==> src/rtl/axi_pkg.sv <==
// Shared AXI write-engine definitions: burst/response codes, W FSM encoding
// and the per-beat address generator.
package axi_pkg;

    localparam logic [1:0] BURST_FIXED = 2'b00;
    localparam logic [1:0] BURST_INCR  = 2'b01;
    localparam logic [1:0] BURST_WRAP  = 2'b10;

    localparam logic [1:0] RESP_OKAY   = 2'b00;
    localparam logic [1:0] RESP_SLVERR = 2'b10;

    // Address arithmetic is done at this width and truncated by the caller.
    localparam int ADDR_MAX = 64;

    typedef enum logic [1:0] {
        ST_IDLE  = 2'd0,
        ST_BURST = 2'd1,
        ST_RESP  = 2'd2
    } wr_state_t;

    function automatic logic [ADDR_MAX-1:0] next_addr(
        input logic [ADDR_MAX-1:0] cur,
        input logic [2:0]          size,
        input logic [7:0]          len,
        input logic [1:0]          burst
    );
        logic [ADDR_MAX-1:0] nb;
        logic [ADDR_MAX-1:0] wb;
        nb = ADDR_MAX'(1) << size;
        wb = nb * (ADDR_MAX'(len) + ADDR_MAX'(1));
        case (burst)
            BURST_INCR: next_addr = (cur & ~(nb - ADDR_MAX'(1))) + nb;
            BURST_WRAP: next_addr = (cur & ~(wb - ADDR_MAX'(1))) |
                                    ((cur + nb) & (wb - ADDR_MAX'(1)));
            default:    next_addr = cur;
        endcase
    endfunction

endpackage

==> src/rtl/axi_aw_queue.sv <==
// Synchronous FIFO holding queued write-address commands {addr,len,size,burst}.
module axi_aw_queue #(
    parameter  int EW    = 45,
    parameter  int DEPTH = 4,
    localparam int CW    = $clog2(DEPTH + 1)
) (
    input  logic          clk,
    input  logic          rst,
    input  logic          push,
    input  logic [EW-1:0] push_data,
    input  logic          pop,
    output logic [EW-1:0] pop_data,
    output logic          full,
    output logic          empty,
    output logic [CW-1:0] count
);
    localparam int PW = $clog2(DEPTH);

    logic [EW-1:0] entries [DEPTH];
    logic [PW-1:0] wr_ptr;
    logic [PW-1:0] rd_ptr;
    logic          do_push;
    logic          do_pop;

    assign full     = (count == CW'(DEPTH));
    assign empty    = (count == '0);
    assign do_pop   = pop && !empty;
    assign do_push  = push && (!full || do_pop);
    assign pop_data = entries[rd_ptr];

    always_ff @(posedge clk) begin
        if (do_push) entries[wr_ptr] <= push_data;
    end

    always_ff @(posedge clk) begin
        if (rst) begin
            wr_ptr <= '0;
            rd_ptr <= '0;
            count  <= '0;
        end else begin
            if (do_push) wr_ptr <= wr_ptr + PW'(1);
            if (do_pop)  rd_ptr <= rd_ptr + PW'(1);
            case ({do_push, do_pop})
                2'b10:   count <= count + CW'(1);
                2'b01:   count <= count - CW'(1);
                default: count <= count;
            endcase
        end
    end

endmodule

==> src/rtl/axi_wr_burst_engine.sv <==
// AXI4 write slave: queues AW commands, walks FIXED/INCR/WRAP bursts onto a
// byte-strobed memory port and returns one B response per burst.
module axi_wr_burst_engine
    import axi_pkg::*;
#(
    parameter  int AW          = 32,
    parameter  int DW          = 64,
    parameter  int OUTSTANDING = 4,
    localparam int SW          = DW / 8,
    localparam int CW          = $clog2(OUTSTANDING + 1)
) (
    input  logic          axi_aclk,
    input  logic          rst,
    input  logic [AW-1:0] s_awaddr,
    input  logic [7:0]    s_awlen,
    input  logic [2:0]    s_awsize,
    input  logic [1:0]    s_awburst,
    input  logic          s_awvalid,
    output logic          s_awready,
    input  logic [DW-1:0] s_wdata,
    input  logic [SW-1:0] s_wstrb,
    input  logic          s_wlast,
    input  logic          s_wvalid,
    output logic          s_wready,
    output logic [1:0]    s_bresp,
    output logic          s_bvalid,
    input  logic          s_bready,
    output logic          mem_we,
    output logic [AW-1:0] mem_addr,
    output logic [DW-1:0] mem_wdata,
    output logic [SW-1:0] mem_wstrb,
    output logic [CW-1:0] outstanding
);
    localparam int EW     = AW + 13;
    localparam int SZ_MAX = $clog2(SW);

    wr_state_t     state, state_n;
    logic [EW-1:0] head;
    logic [AW-1:0] head_addr;
    logic [7:0]    head_len;
    logic [2:0]    head_size;
    logic [1:0]    head_burst;
    logic          head_illegal;
    logic          q_full, q_empty, pop;

    logic [AW-1:0] cur_addr;
    logic [7:0]    beat_cnt, len_q;
    logic [2:0]    size_q;
    logic [1:0]    burst_q;
    logic          err;
    logic          w_hs, beat_last, wlast_bad;

    axi_aw_queue #(.EW(EW), .DEPTH(OUTSTANDING)) u_aw_queue (
        .clk       (axi_aclk),
        .rst       (rst),
        .push      (s_awvalid && s_awready),
        .push_data ({s_awaddr, s_awlen, s_awsize, s_awburst}),
        .pop       (pop),
        .pop_data  (head),
        .full      (q_full),
        .empty     (q_empty),
        .count     (outstanding)
    );

    assign s_awready = !q_full;
    assign {head_addr, head_len, head_size, head_burst} = head;

    // Legality is judged once, on the command as it leaves the queue.
    always_comb begin
        head_illegal = 1'b0;
        if (int'(head_size) > SZ_MAX) head_illegal = 1'b1;
        if (head_burst == 2'b11)      head_illegal = 1'b1;
        if (head_burst == BURST_WRAP) begin
            if (!(head_len inside {8'd1, 8'd3, 8'd7, 8'd15})) head_illegal = 1'b1;
            if ((head_addr & ((AW'(1) << head_size) - AW'(1))) != '0) head_illegal = 1'b1;
        end
    end

    assign beat_last = (beat_cnt == len_q);
    assign w_hs      = s_wvalid && s_wready;
    assign wlast_bad = (s_wlast != beat_last);

    always_ff @(posedge axi_aclk) begin
        if (rst) state <= ST_IDLE;
        else     state <= state_n;
    end

    always_comb begin
        state_n  = state;
        pop      = 1'b0;
        s_wready = 1'b0;
        s_bvalid = 1'b0;
        s_bresp  = RESP_OKAY;
        case (state)
            ST_IDLE: begin
                if (!q_empty) begin
                    pop     = 1'b1;
                    state_n = ST_BURST;
                end
            end
            ST_BURST: begin
                s_wready = 1'b1;
                if (s_wvalid && beat_last) state_n = ST_RESP;
            end
            ST_RESP: begin
                s_bvalid = 1'b1;
                s_bresp  = err ? RESP_SLVERR : RESP_OKAY;
                if (s_bready) state_n = ST_IDLE;
            end
            default: state_n = ST_IDLE;
        endcase
    end

    always_ff @(posedge axi_aclk) begin
        if (rst) begin
            cur_addr  <= '0;
            beat_cnt  <= '0;
            len_q     <= '0;
            size_q    <= '0;
            burst_q   <= '0;
            err       <= 1'b0;
            mem_we    <= 1'b0;
            mem_addr  <= '0;
            mem_wdata <= '0;
            mem_wstrb <= '0;
        end else begin
            mem_we <= 1'b0;
            if (pop) begin
                cur_addr <= head_addr;
                len_q    <= head_len;
                size_q   <= head_size;
                burst_q  <= head_burst;
                beat_cnt <= '0;
                err      <= head_illegal;
            end
            if (w_hs) begin
                // The beat carrying a WLAST mismatch is itself suppressed.
                if (!err && !wlast_bad) begin
                    mem_we    <= 1'b1;
                    mem_addr  <= cur_addr;
                    mem_wdata <= s_wdata;
                    mem_wstrb <= s_wstrb;
                end
                if (wlast_bad) err <= 1'b1;
                if (!beat_last) begin
                    beat_cnt <= beat_cnt + 8'd1;
                    cur_addr <= AW'(next_addr(ADDR_MAX'(cur_addr), size_q, len_q, burst_q));
                end
            end
        end
    end

endmodule

==> config.mk <==
export PLATFORM = sky130hd
export DESIGN_NAME = axi_wr_burst_engine
export DESIGN_NICKNAME = d
export VERILOG_FILES = /design/src/rtl/axi_pkg.sv /design/src/rtl/axi_aw_queue.sv /design/src/rtl/axi_wr_burst_engine.sv
export SDC_FILE = /design/constraint.sdc
export NUM_CORES = 1
export LEC_CHECK = 0
export ABC_AREA = 1
export CORE_MARGIN = 2
export CORE_UTILIZATION = 24
export CTS_BUF_LIST = sky130_fd_sc_hd__clkbuf_8
export DETAILED_ROUTE_END_ITERATION = 8
export PLACE_DENSITY_LB_ADDON = 0.1
export SLEW_MARGIN = 20
export SYNTH_ARGS = -nofsm -noshare
export SYNTH_HDL_FRONTEND = slang
export SYNTH_HIERARCHICAL = 1
export SYNTH_SLANG_ARGS = --single-unit
==> constraint.sdc <==
create_clock -name axi_aclk -period 6.8 [get_ports axi_aclk]
set_input_delay 1.36 -clock axi_aclk [delete_from_list [all_inputs] [get_ports axi_aclk]]
set_output_delay 1.36 -clock axi_aclk [all_outputs]
set_load 0.005 [all_outputs]
==> results of run 1 <==
[Yosys cell counts (11+ instances only)]
master | instances | area [sq um]
ha_1 | 85 | 1060
nand3_1 | 116 | 581
buf_2 | 26 | 130
nand2_1 | 451 | 1690
o21ai_0 | 202 | 1010
nor3_1 | 27 | 135
edfxtp_1 | 180 | 5410
nand2_2 | 13 | 81.3
inv_1 | 354 | 1330
fa_1 | 48 | 961
o22ai_1 | 46 | 288
dfxtp_1 | 170 | 3400
xor2_1 | 20 | 175
clkbuf_1 | 55 | 206
xnor2_1 | 11 | 96.3
o21ai_1 | 66 | 330
nand4_1 | 29 | 181
a21oi_1 | 251 | 1260
nor2_1 | 259 | 972
[registers in the layout, summed over array words and instances, names as in the netlist, named ones only]
| signal | flops |
|---|---|
| len_q | 8 |
| beat_cnt | 8 |
| mem_we | 1 |
| burst_q | 2 |
| size_q | 3 |
| u_aw_queue/count | 3 |
| u_aw_queue/rd_ptr | 2 |
| state | 2 |
| mem_wstrb | 8 |
| mem_addr | 32 |
| u_aw_queue/wr_ptr | 2 |
| mem_wdata | 64 |
| u_aw_queue/entries | 180 |
| err | 1 |
[layout make-up]
class / instances / area [sq um] / area share, %
diodes: 2 / 5.00 / 0.0201
clock buffers: 82 / 1130 / 4.52
clock inverters: 48 / 293 / 1.17
inverters: 368 / 1400 / 5.60
multi-input cells: 1695 / 9420 / 37.7
flip-flops and latches: 350 / 8810 / 35.3
well taps: 1080 / 1350 / 5.41
repair buffers: 261 / 2550 / 10.2
[worst paths after layout]
| check | cells past startpoint | slack [ns] | end | startpoint |
|---|---|---|---|---|
| min | 2 | 0.44 | mem_wdata[49] | mem_wdata[49] |
| max | 26 | 0.51 | flip-flop | len_q[0] |
| min reg2reg | 2 | 0.44 | mem_wdata[49] | mem_wdata[49] |
| max reg2reg | 26 | 0.51 | flip-flop | len_q[0] |
[per-stage QoR]
step	area [sq um]	util, %	hold slack [ns]	setup WS (ns)	std cells
3_5_place_dp	23500	28.1	0.438	0.305	3754
3_3_place_gp	23500	28.1	0.432	0.409	3754
2_1_floorplan	20200	-	0.435	1.23	2527
6_report	25000	29.9	0.441	0.511	3886
5_1_grt	25000	29.9	0.459	0.0109	3885
4_1_cts	24900	29.8	0.446	0.255	3884
[what timing repair did]
action	in CTS	in global routing
hold buffers	0	0
setup endpoints to repair	0	9
resized for setup	0	3
[per-layer routing]
metal | vias up | track usage, % | part of all wire, %
met2 | 456 | 25.7 | 45
met4 | 0 | 4.52 | 2.0
met1 | 8337 | 21.4 | 47
met5 | - | 0 | 0
met3 | 90 | 3.52 | 5.8
li1 | 8805 | - | -
[critical path, delay by kind of cell, from the launching register on]
family	cells	cell delay [ns]
AO/OA/AOI/OAI	8	1.47
adder cells (fa/ha/maj)	7	2.97
buffers and inverters	4	0.34
flip-flops	1	0.49
AND/OR/NAND/NOR	7	0.87
[report_power, final]
group          internal, mW  switching (mW)
Clock                  1.16            1.03
Sequential             2.60           0.318
Combinational          1.86            3.78
Total                  5.63            5.13
[kinds of logic after synthesis]
family | Yosys count | share of synthesized area [%]
AND/OR/NAND/NOR | 932 | 19.4
AO/OA/AOI/OAI | 598 | 15.5
buffers and inverters | 482 | 10.2
flip-flops | 350 | 43.5
adder cells (fa/ha/maj) | 133 | 10.0
XOR/XNOR | 31 | 1.34
other | 1 | 0.0185
==> results.sh, run 1 <==
export IMPL_ys_ff_latch=350
export IMPL_mostFrequentLayoutCells="451 x nand2_1, 375 x inv_1, 254 x nor2_1"
export IMPL_viasPerCell=4.55
export IMPL_antenna_found_initial=1
export IMPL_final_common_cell="nand2_1"
export IMPL_period_share_pct=92.5
export IMPL_yosysUniqueCellTypes=57
export IMPL_finalPower_mw=10.8
export IMPL_die_w_um=294
export IMPL_root_buffer="clkbuf_8"
export IMPL_drt_wl_total_mm=70.0
export IMPL_via_count=17700
export IMPL_dieHeight_um=294
export IMPL_clkLatencyLatePin_ns=0.69
export IMPL_drc=0
export IMPL_peakVddDrop_uv=308
export IMPL_cp_required_ns=7.37
export IMPL_cts_sinks=350
export IMPL_num_io_pins=236
export IMPL_critPathCaptureType="flip-flop"
export IMPL_first_pass_iters=5
export IMPL_synthArstFlopShare_pct=0
export IMPL_clk_pin_slew_ns=0.08
export IMPL_clockBufferDepth=3
export IMPL_skew_ns=0.0584
export IMPL_cpMostUsedCell="nand2_1"
export IMPL_finalHoldViolCount=0
export IMPL_ys_seq_area_share_pct=43.5
export IMPL_cp_max_fo=10
export IMPL_tightestPinTransition_ns=1.06
export IMPL_avgRoutedWirePerCell_um=18.0
export IMPL_cts_tree="yes"
export IMPL_timing_slew_headroom_pct=29.6
export IMPL_fin_nets=3004
export IMPL_ant_nets=0
export IMPL_area_delta_synth_final_pct=23.3
export IMPL_hpwl_mm=50.0
export IMPL_fp_row_count=106
export IMPL_grt_ovfl_total=0
export IMPL_setup_viol=0
export IMPL_synth_edf_count=180
export IMPL_portBuffers=234
export IMPL_rsz0062_at_grt="no"
export IMPL_synth_warnings=6
export IMPL_start_util_pct=24.2
export IMPL_numCtsBuffers=72
export IMPL_grt_max_degree=210
export IMPL_core_area_sq_um=83600
export IMPL_globalplace_congestion=0.862
export IMPL_synth_nets=2783
export IMPL_drive_gt1_share_pct=6.56
export IMPL_crit_arrival_ns=6.86
export IMPL_cts_setup_buffers=0
export IMPL_p_leak_nw=9.83
export IMPL_drv_cap=0
export IMPL_fin_crit_ns=6.29
export IMPL_max_freq_mhz=159
export IMPL_outcome="finished clean"
export IMPL_avgSynthCellArea_sq_um=8.01
export IMPL_hold_path_class="flip-flop to flip-flop"
export IMPL_syn_area_sq_um=20200
export IMPL_synthFlopType="edfxtp_1"
export IMPL_netlist_instances=2527
export IMPL_critical_path_max_stage_delay_ns=0.54
export IMPL_path_class="flip-flop to flip-flop"
export IMPL_fillCellCount=8951
export IMPL_setup_tns_ns=0
export IMPL_grt_pass1_vias=17600
export IMPL_grtUsageTotal_pct=15.9
export IMPL_power_density_nw_per_um2=431
export IMPL_slew_violations=0
export IMPL_design_die_area_sq_um=86700
export IMPL_drtIter0Drc=1040
export IMPL_critPathSlowestCell="fa_1"
export IMPL_grt_pass1_wl_mm=106
export IMPL_htree_levels=3
export IMPL_critPathLaunchType="flip-flop"
Power figures use the tool's default switching activity.
==> run 2: changes to the inputs <==
--- a/config.mk
+++ b/config.mk
@@ -8,7 +8,7 @@
 export ABC_AREA = 1
 export CORE_MARGIN = 2
 export CORE_UTILIZATION = 24
-export CTS_BUF_LIST = sky130_fd_sc_hd__clkbuf_8
+export CTS_BUF_LIST = sky130_fd_sc_hd__clkbuf_4 sky130_fd_sc_hd__clkbuf_8 sky130_fd_sc_hd__clkbuf_16
 export DETAILED_ROUTE_END_ITERATION = 8
 export PLACE_DENSITY_LB_ADDON = 0.1
 export SLEW_MARGIN = 20
==> constraint.sdc (replaced) <==
create_clock -name axi_aclk -period 7.3 [get_ports axi_aclk]
set_input_delay 1.46 -clock axi_aclk [delete_from_list [all_inputs] [get_ports axi_aclk]]
set_output_delay 1.46 -clock axi_aclk [all_outputs]
set_load 0.005 [all_outputs]
==> results.sh, run 2 (synthesis results as in run 1) <==
export IMPL_path_buf_inv=9
export IMPL_largest_reg_flops=180
export IMPL_cp_required_ns=7.81
export IMPL_globalplace_congestion=0.893
export IMPL_r2r_cells=31
export IMPL_drt_wl_total_mm=70.7
export IMPL_regMostFlops="u_aw_queue/entries"
export IMPL_critPathSlowestCell="fa_1"
export IMPL_finish_instance_area_sq_um=25000
export IMPL_fin_ws_ns=0.956
export IMPL_path_class="flip-flop to flip-flop"
export IMPL_cpMostUsedCell="nand2_1"
export IMPL_internal_power_mw=5.50
export IMPL_ctsResizeCount=0
export IMPL_fin_crit_ns=6.34
export IMPL_peakVddDrop_uv=196
export IMPL_mostFrequentLayoutCells="451 x nand2_1, 354 x inv_1, 254 x nor2_1"
export IMPL_critical_path_max_stage_delay_ns=0.53
export IMPL_critPathLaunchType="flip-flop"
export IMPL_setup_tns_ns=0
export IMPL_first_pass_iters=5
export IMPL_drv_cap=0
export IMPL_critPathCaptureType="flip-flop"
export IMPL_drc=0
export IMPL_p_sw_mw=4.73
export IMPL_viasPerCell=4.61
export IMPL_largestRegisters="u_aw_queue/entries: 180 flops, mem_wdata: 64 flops, mem_addr: 32 flops"
export IMPL_grt_pass1_vias=17200
export IMPL_pwr_share_clk_pct=21.9
export IMPL_hpwl_mm=50.7
export IMPL_p_leak_nw=9.77
export IMPL_cts_setup_buffers=0
export IMPL_design_die_area_sq_um=86700
export IMPL_num_io_pins=236
export IMPL_grtUsageTotal_pct=16.1
export IMPL_avgRoutedWirePerCell_um=18.4
export IMPL_clk_pin_slew_ns=0.06
export IMPL_placed_area_sq_um=23500
export IMPL_power_density_nw_per_um2=409
export IMPL_post_place_ws_ns=1.01
export IMPL_slew_violations=0
export IMPL_finalHoldViolCount=0
export IMPL_outcome="finished clean"
export IMPL_placed_cells=3752
export IMPL_area_delta_synth_final_pct=23.5
export IMPL_fin_nets=2975
export IMPL_cts_tree="yes"
export IMPL_setup_viol=0
export IMPL_postCtsHoldBufs=0
export IMPL_finalPower_mw=10.2
export IMPL_cts_sinks=350
export IMPL_core_area_sq_um=83600
export IMPL_final_common_cell="nand2_1"
export IMPL_skew_ns=0.0177
export IMPL_htree_levels=2
export IMPL_timing_slew_headroom_pct=28.2
export IMPL_die_w_um=294
export IMPL_grt_max_degree=210
export IMPL_fp_row_count=106
export IMPL_fillCellCount=8898
export IMPL_finalNonFillerCells=3834
export IMPL_cp_max_fo=12
export IMPL_ant_nets=0
export IMPL_antenna_found_initial=2
export IMPL_crit_arrival_ns=6.85
export IMPL_worstHoldPathCells=2
export IMPL_portBuffers=234
export IMPL_start_util_pct=24.2
export IMPL_grt_ovfl_total=0
export IMPL_p_comb_share_pct=51.8
export IMPL_p_sw_share_pct=46.2
export IMPL_clkLatencyLatePin_ns=0.58
export IMPL_cp_top_family="adder cells"
export IMPL_drive_gt1_share_pct=5.92
export IMPL_drtIter0Drc=1236
export IMPL_period_share_pct=86.9
export IMPL_grt_pass1_wl_mm=107
export IMPL_path_depth=31
export IMPL_hold_path_class="flip-flop to flip-flop"
export IMPL_tightestPinTransition_ns=1.08
export IMPL_dieHeight_um=294
export IMPL_rsz0062_at_grt="no"
export IMPL_root_buffer="clkbuf_16"
export IMPL_antenna_cells=0
export IMPL_max_freq_mhz=158
export IMPL_numCtsBuffers=45
export IMPL_via_count=17700
export IMPL_clockBufferDepth=3
export IMPL_seqPwrFrac_pct=26.3
[run 2: cell types whose count changed in the layout (fill, tap and decap cells not counted), moves of 8 or more]
cell	before	now
inv_1	375	354
clkinv_1	13	5
clkbuf_8	82	5
clkbuf_4	0	14
clkbuf_16	0	45
[run 2: power groups by stage]
stage,logic (mW),registers [mW],clock network (mW)
after floorplan,3.61,2.62,0
after global placement,5.33,2.72,0
after detailed placement,5.30,2.73,0
after CTS,5.33,2.69,2.34
after global routing,5.98,2.73,2.40
final,5.29,2.69,2.24
[run 2: worst paths after layout]
path,to,slack (ns),from
worst max-delay path,flip-flop,0.96,len_q[0]
worst min-delay path,mem_addr[14],0.44,mem_addr[14]
worst max register to register,flip-flop,0.96,len_q[0]
worst min register to register,mem_addr[14],0.44,mem_addr[14]
[run 2: per-layer routing]
| layer | vias to the layer above | global-route usage, % | share of wire, % |
|---|---|---|---|
| li1 | 8732 | - | - |
| met5 | - | 0 | 0 |
| met3 | 72 | 2.50 | 5.6 |
| met4 | 0 | 3.37 | 1.7 |
| met2 | 462 | 26.1 | 45 |
| met1 | 8390 | 22.4 | 47 |
[run 2: through the flow]
stage               util (%)  hold WS (ns)
finish                  29.9         0.440
detailed placement      28.1         0.435
CTS                     29.9         0.444
global route            29.9         0.453
floorplan                  -         0.435
global placement        28.1         0.431
[run 2: worst reg2reg max path, delay by kind of cell, from the launching register on]
family,cells,cell delay (ns)
AO/OA/AOI/OAI,4,0.57
adder cells (fa/ha/maj),6,2.89
AND/OR/NAND/NOR,12,1.43
buffers and inverters,9,0.88
flip-flops,1,0.51
[run 2: area by class of cell]
cell class	instances	area, sq um	share of cell area (%)
sequential	350	8810	35.2
timing repair buffer	259	2540	10.1
inverter	368	1400	5.58
multi-input combinational	1695	9400	37.6
tap	1080	1350	5.40
clock buffer	64	1300	5.20
clock inverter	18	204	0.816
==> run 3: changes to the inputs <==
--- a/config.mk
+++ b/config.mk
@@ -10,7 +10,9 @@
 export CORE_UTILIZATION = 24
 export CTS_BUF_LIST = sky130_fd_sc_hd__clkbuf_4 sky130_fd_sc_hd__clkbuf_8 sky130_fd_sc_hd__clkbuf_16
 export DETAILED_ROUTE_END_ITERATION = 8
+export GPL_TIMING_DRIVEN = 0
 export PLACE_DENSITY_LB_ADDON = 0.1
+export REMOVE_ABC_BUFFERS = 1
 export SLEW_MARGIN = 20
 export SYNTH_ARGS = -nofsm -noshare
 export SYNTH_HDL_FRONTEND = slang
==> results.sh, run 3 (synthesis results as in run 1) <==
export IMPL_r2r_cells=30
export IMPL_hold_start="mem_addr[19]"
export IMPL_grtUsageTotal_pct=15.6
export IMPL_min_to="mem_addr[19]"
export IMPL_num_io_pins=236
export IMPL_regMostFlops="u_aw_queue/entries"
export IMPL_p_leak_nw=9.92
export IMPL_critPathLaunchType="flip-flop"
export IMPL_fillCellCount=8833
export IMPL_post_place_ws_ns=0.107
export IMPL_timing_slew_headroom_pct=29.1
export IMPL_grt_ovfl_total=0
export IMPL_die_w_um=294
export IMPL_setup_viol=0
export IMPL_drt_wl_total_mm=67.5
export IMPL_path_class="flip-flop to flip-flop"
export IMPL_cts_tree="yes"
export IMPL_clockBufferDepth=3
export IMPL_clk_pin_slew_ns=0.06
export IMPL_power_density_nw_per_um2=407
export IMPL_mostFrequentLayoutCells="450 x nand2_1, 351 x inv_1, 251 x nor2_1, 251 x a21oi_1, 233 x clkdlybuf4s50_1"
export IMPL_avgRoutedWirePerCell_um=17.6
export IMPL_antenna_found_initial=0
export IMPL_fin_nets=2981
export IMPL_internal_power_mw=5.60
export IMPL_p_sw_mw=4.74
export IMPL_critPathSlowestCell="fa_1"
export IMPL_cp_required_ns=7.79
export IMPL_start_util_pct=24.2
export IMPL_fin_crit_ns=6.68
export IMPL_via_count=17600
export IMPL_final_common_cell="nand2_1"
export IMPL_slew_violations=0
export IMPL_viasPerCell=4.57
export IMPL_drv_cap=0
export IMPL_design_die_area_sq_um=86700
export IMPL_p_sw_share_pct=45.8
export IMPL_grt_max_degree=91
export IMPL_skew_ns=0.0378
export IMPL_largest_reg_flops=180
export IMPL_placed_area_sq_um=23900
export IMPL_grt_pass1_vias=17800
export IMPL_globalplace_congestion=0.845
export IMPL_rrSetupSlack_ns=0.62
export IMPL_htree_levels=2
export IMPL_largestRegisters="u_aw_queue/entries: 180 flops, mem_wdata: 64 flops, mem_addr: 32 flops"
export IMPL_worstHoldPathCells=2
export IMPL_ant_nets=0
export IMPL_fin_ws_ns=0.624
export IMPL_crit_arrival_ns=7.16
export IMPL_finish_instance_area_sq_um=25400
export IMPL_seqPwrFrac_pct=26.4
export IMPL_finalHoldViolCount=0
export IMPL_outcome="finished clean"
export IMPL_antenna_cells=0
export IMPL_dieHeight_um=294
export IMPL_drc=0
export IMPL_cts_sinks=350
export IMPL_drtIter0Drc=1070
export IMPL_r2r_start="len_q[0]"
export IMPL_drive_gt1_share_pct=6.41
export IMPL_cts_setup_buffers=0
export IMPL_tightestPinTransition_ns=1.06
export IMPL_cpMostUsedCell="nand2_1"
export IMPL_grt_pass1_wl_mm=104
export IMPL_critPathCaptureType="flip-flop"
export IMPL_p_comb_share_pct=51.6
export IMPL_portBuffers=234
export IMPL_rsz0062_at_grt="no"
export IMPL_setup_tns_ns=0
export IMPL_hold_path_class="flip-flop to flip-flop"
export IMPL_root_buffer="clkbuf_16"
export IMPL_clkLatencyLatePin_ns=0.61
export IMPL_first_pass_iters=5
export IMPL_period_share_pct=91.5
export IMPL_area_delta_synth_final_pct=25.6
export IMPL_pwr_share_clk_pct=22.0
export IMPL_fp_row_count=106
export IMPL_critical_path_max_stage_delay_ns=0.59
export IMPL_numCtsBuffers=46
export IMPL_cp_max_fo=12
export IMPL_hpwl_mm=49.4
export IMPL_peakVddDrop_uv=253
export IMPL_core_area_sq_um=83600
export IMPL_max_freq_mhz=150
## run 3: area by class of cell
type | instances | area, sq um | share of cell area, %
clock buffers | 62 | 1280 | 5.05
clock inverters | 24 | 250 | 0.984
inverters | 368 | 1400 | 5.52
multi-input cells | 1695 | 9420 | 37.0
flip-flops and latches | 350 | 8810 | 34.7
well taps | 1080 | 1350 | 5.31
repair buffers | 264 | 2910 | 11.5
## run 3: power by group through the flow
| stage | registers (mW) | clock network [mW] | logic, mW |
|---|---|---|---|
| 2_1_floorplan | 2.72 | 0 | 3.30 |
| 3_3_place_gp | 2.85 | 0 | 5.13 |
| 3_5_place_dp | 2.77 | 0 | 5.34 |
| 4_1_cts | 2.73 | 2.38 | 5.38 |
| 5_1_grt | 2.78 | 2.45 | 6.02 |
| 6_report | 2.73 | 2.28 | 5.34 |
## run 3: what timing repair did
action                                 CTS  global route
hold buffers                             0             0
endpoints found under the hold margin    0             0
setup endpoints to repair                0             6
gates resized for setup                  0             3
## run 3: per-stage QoR
step	std cells	total power [mW]	util, %	hold slack [ns]
2_1_floorplan	2413	6.01	-	0.438
3_3_place_gp	3727	7.98	27.8	0.432
3_5_place_dp	3757	8.11	28.6	0.436
4_1_cts	3843	10.5	30.4	0.445
5_1_grt	3843	11.2	30.4	0.460
6_report	3843	10.3	30.4	0.441
## run 3: worst max-delay path by stage
stage / start / end / slack (ns) / cells past startpoint
2_1_floorplan: s_wvalid / mem_addr[0] / 0.61 / 5
3_3_place_gp: s_wvalid / mem_addr[4] / -5.65 / 6
3_5_place_dp: size_q[1] / flip-flop / 0.11 / 27
4_1_cts: size_q[1] / flip-flop / 0.05 / 27
5_1_grt: len_q[0] / flip-flop / 0.04 / 30
6_report: len_q[0] / flip-flop / 0.62 / 30
## run 3: routing by layer
metal	global-route usage, %	vias up	wire [um]
met5	0	-	0
met2	26.9	350	32500
li1	-	8776	-
met3	2.30	78	2820
met4	3.91	0	1340
met1	20.3	8346	30800
## run 3: critical path: cells and delay by family (launching register included)
family / cells / cell delay, ns
flops: 1 / 0.48
fa+ha+maj: 6 / 2.98
buf+inv: 8 / 0.71
simple gates: 13 / 1.81
compound gates: 3 / 0.58
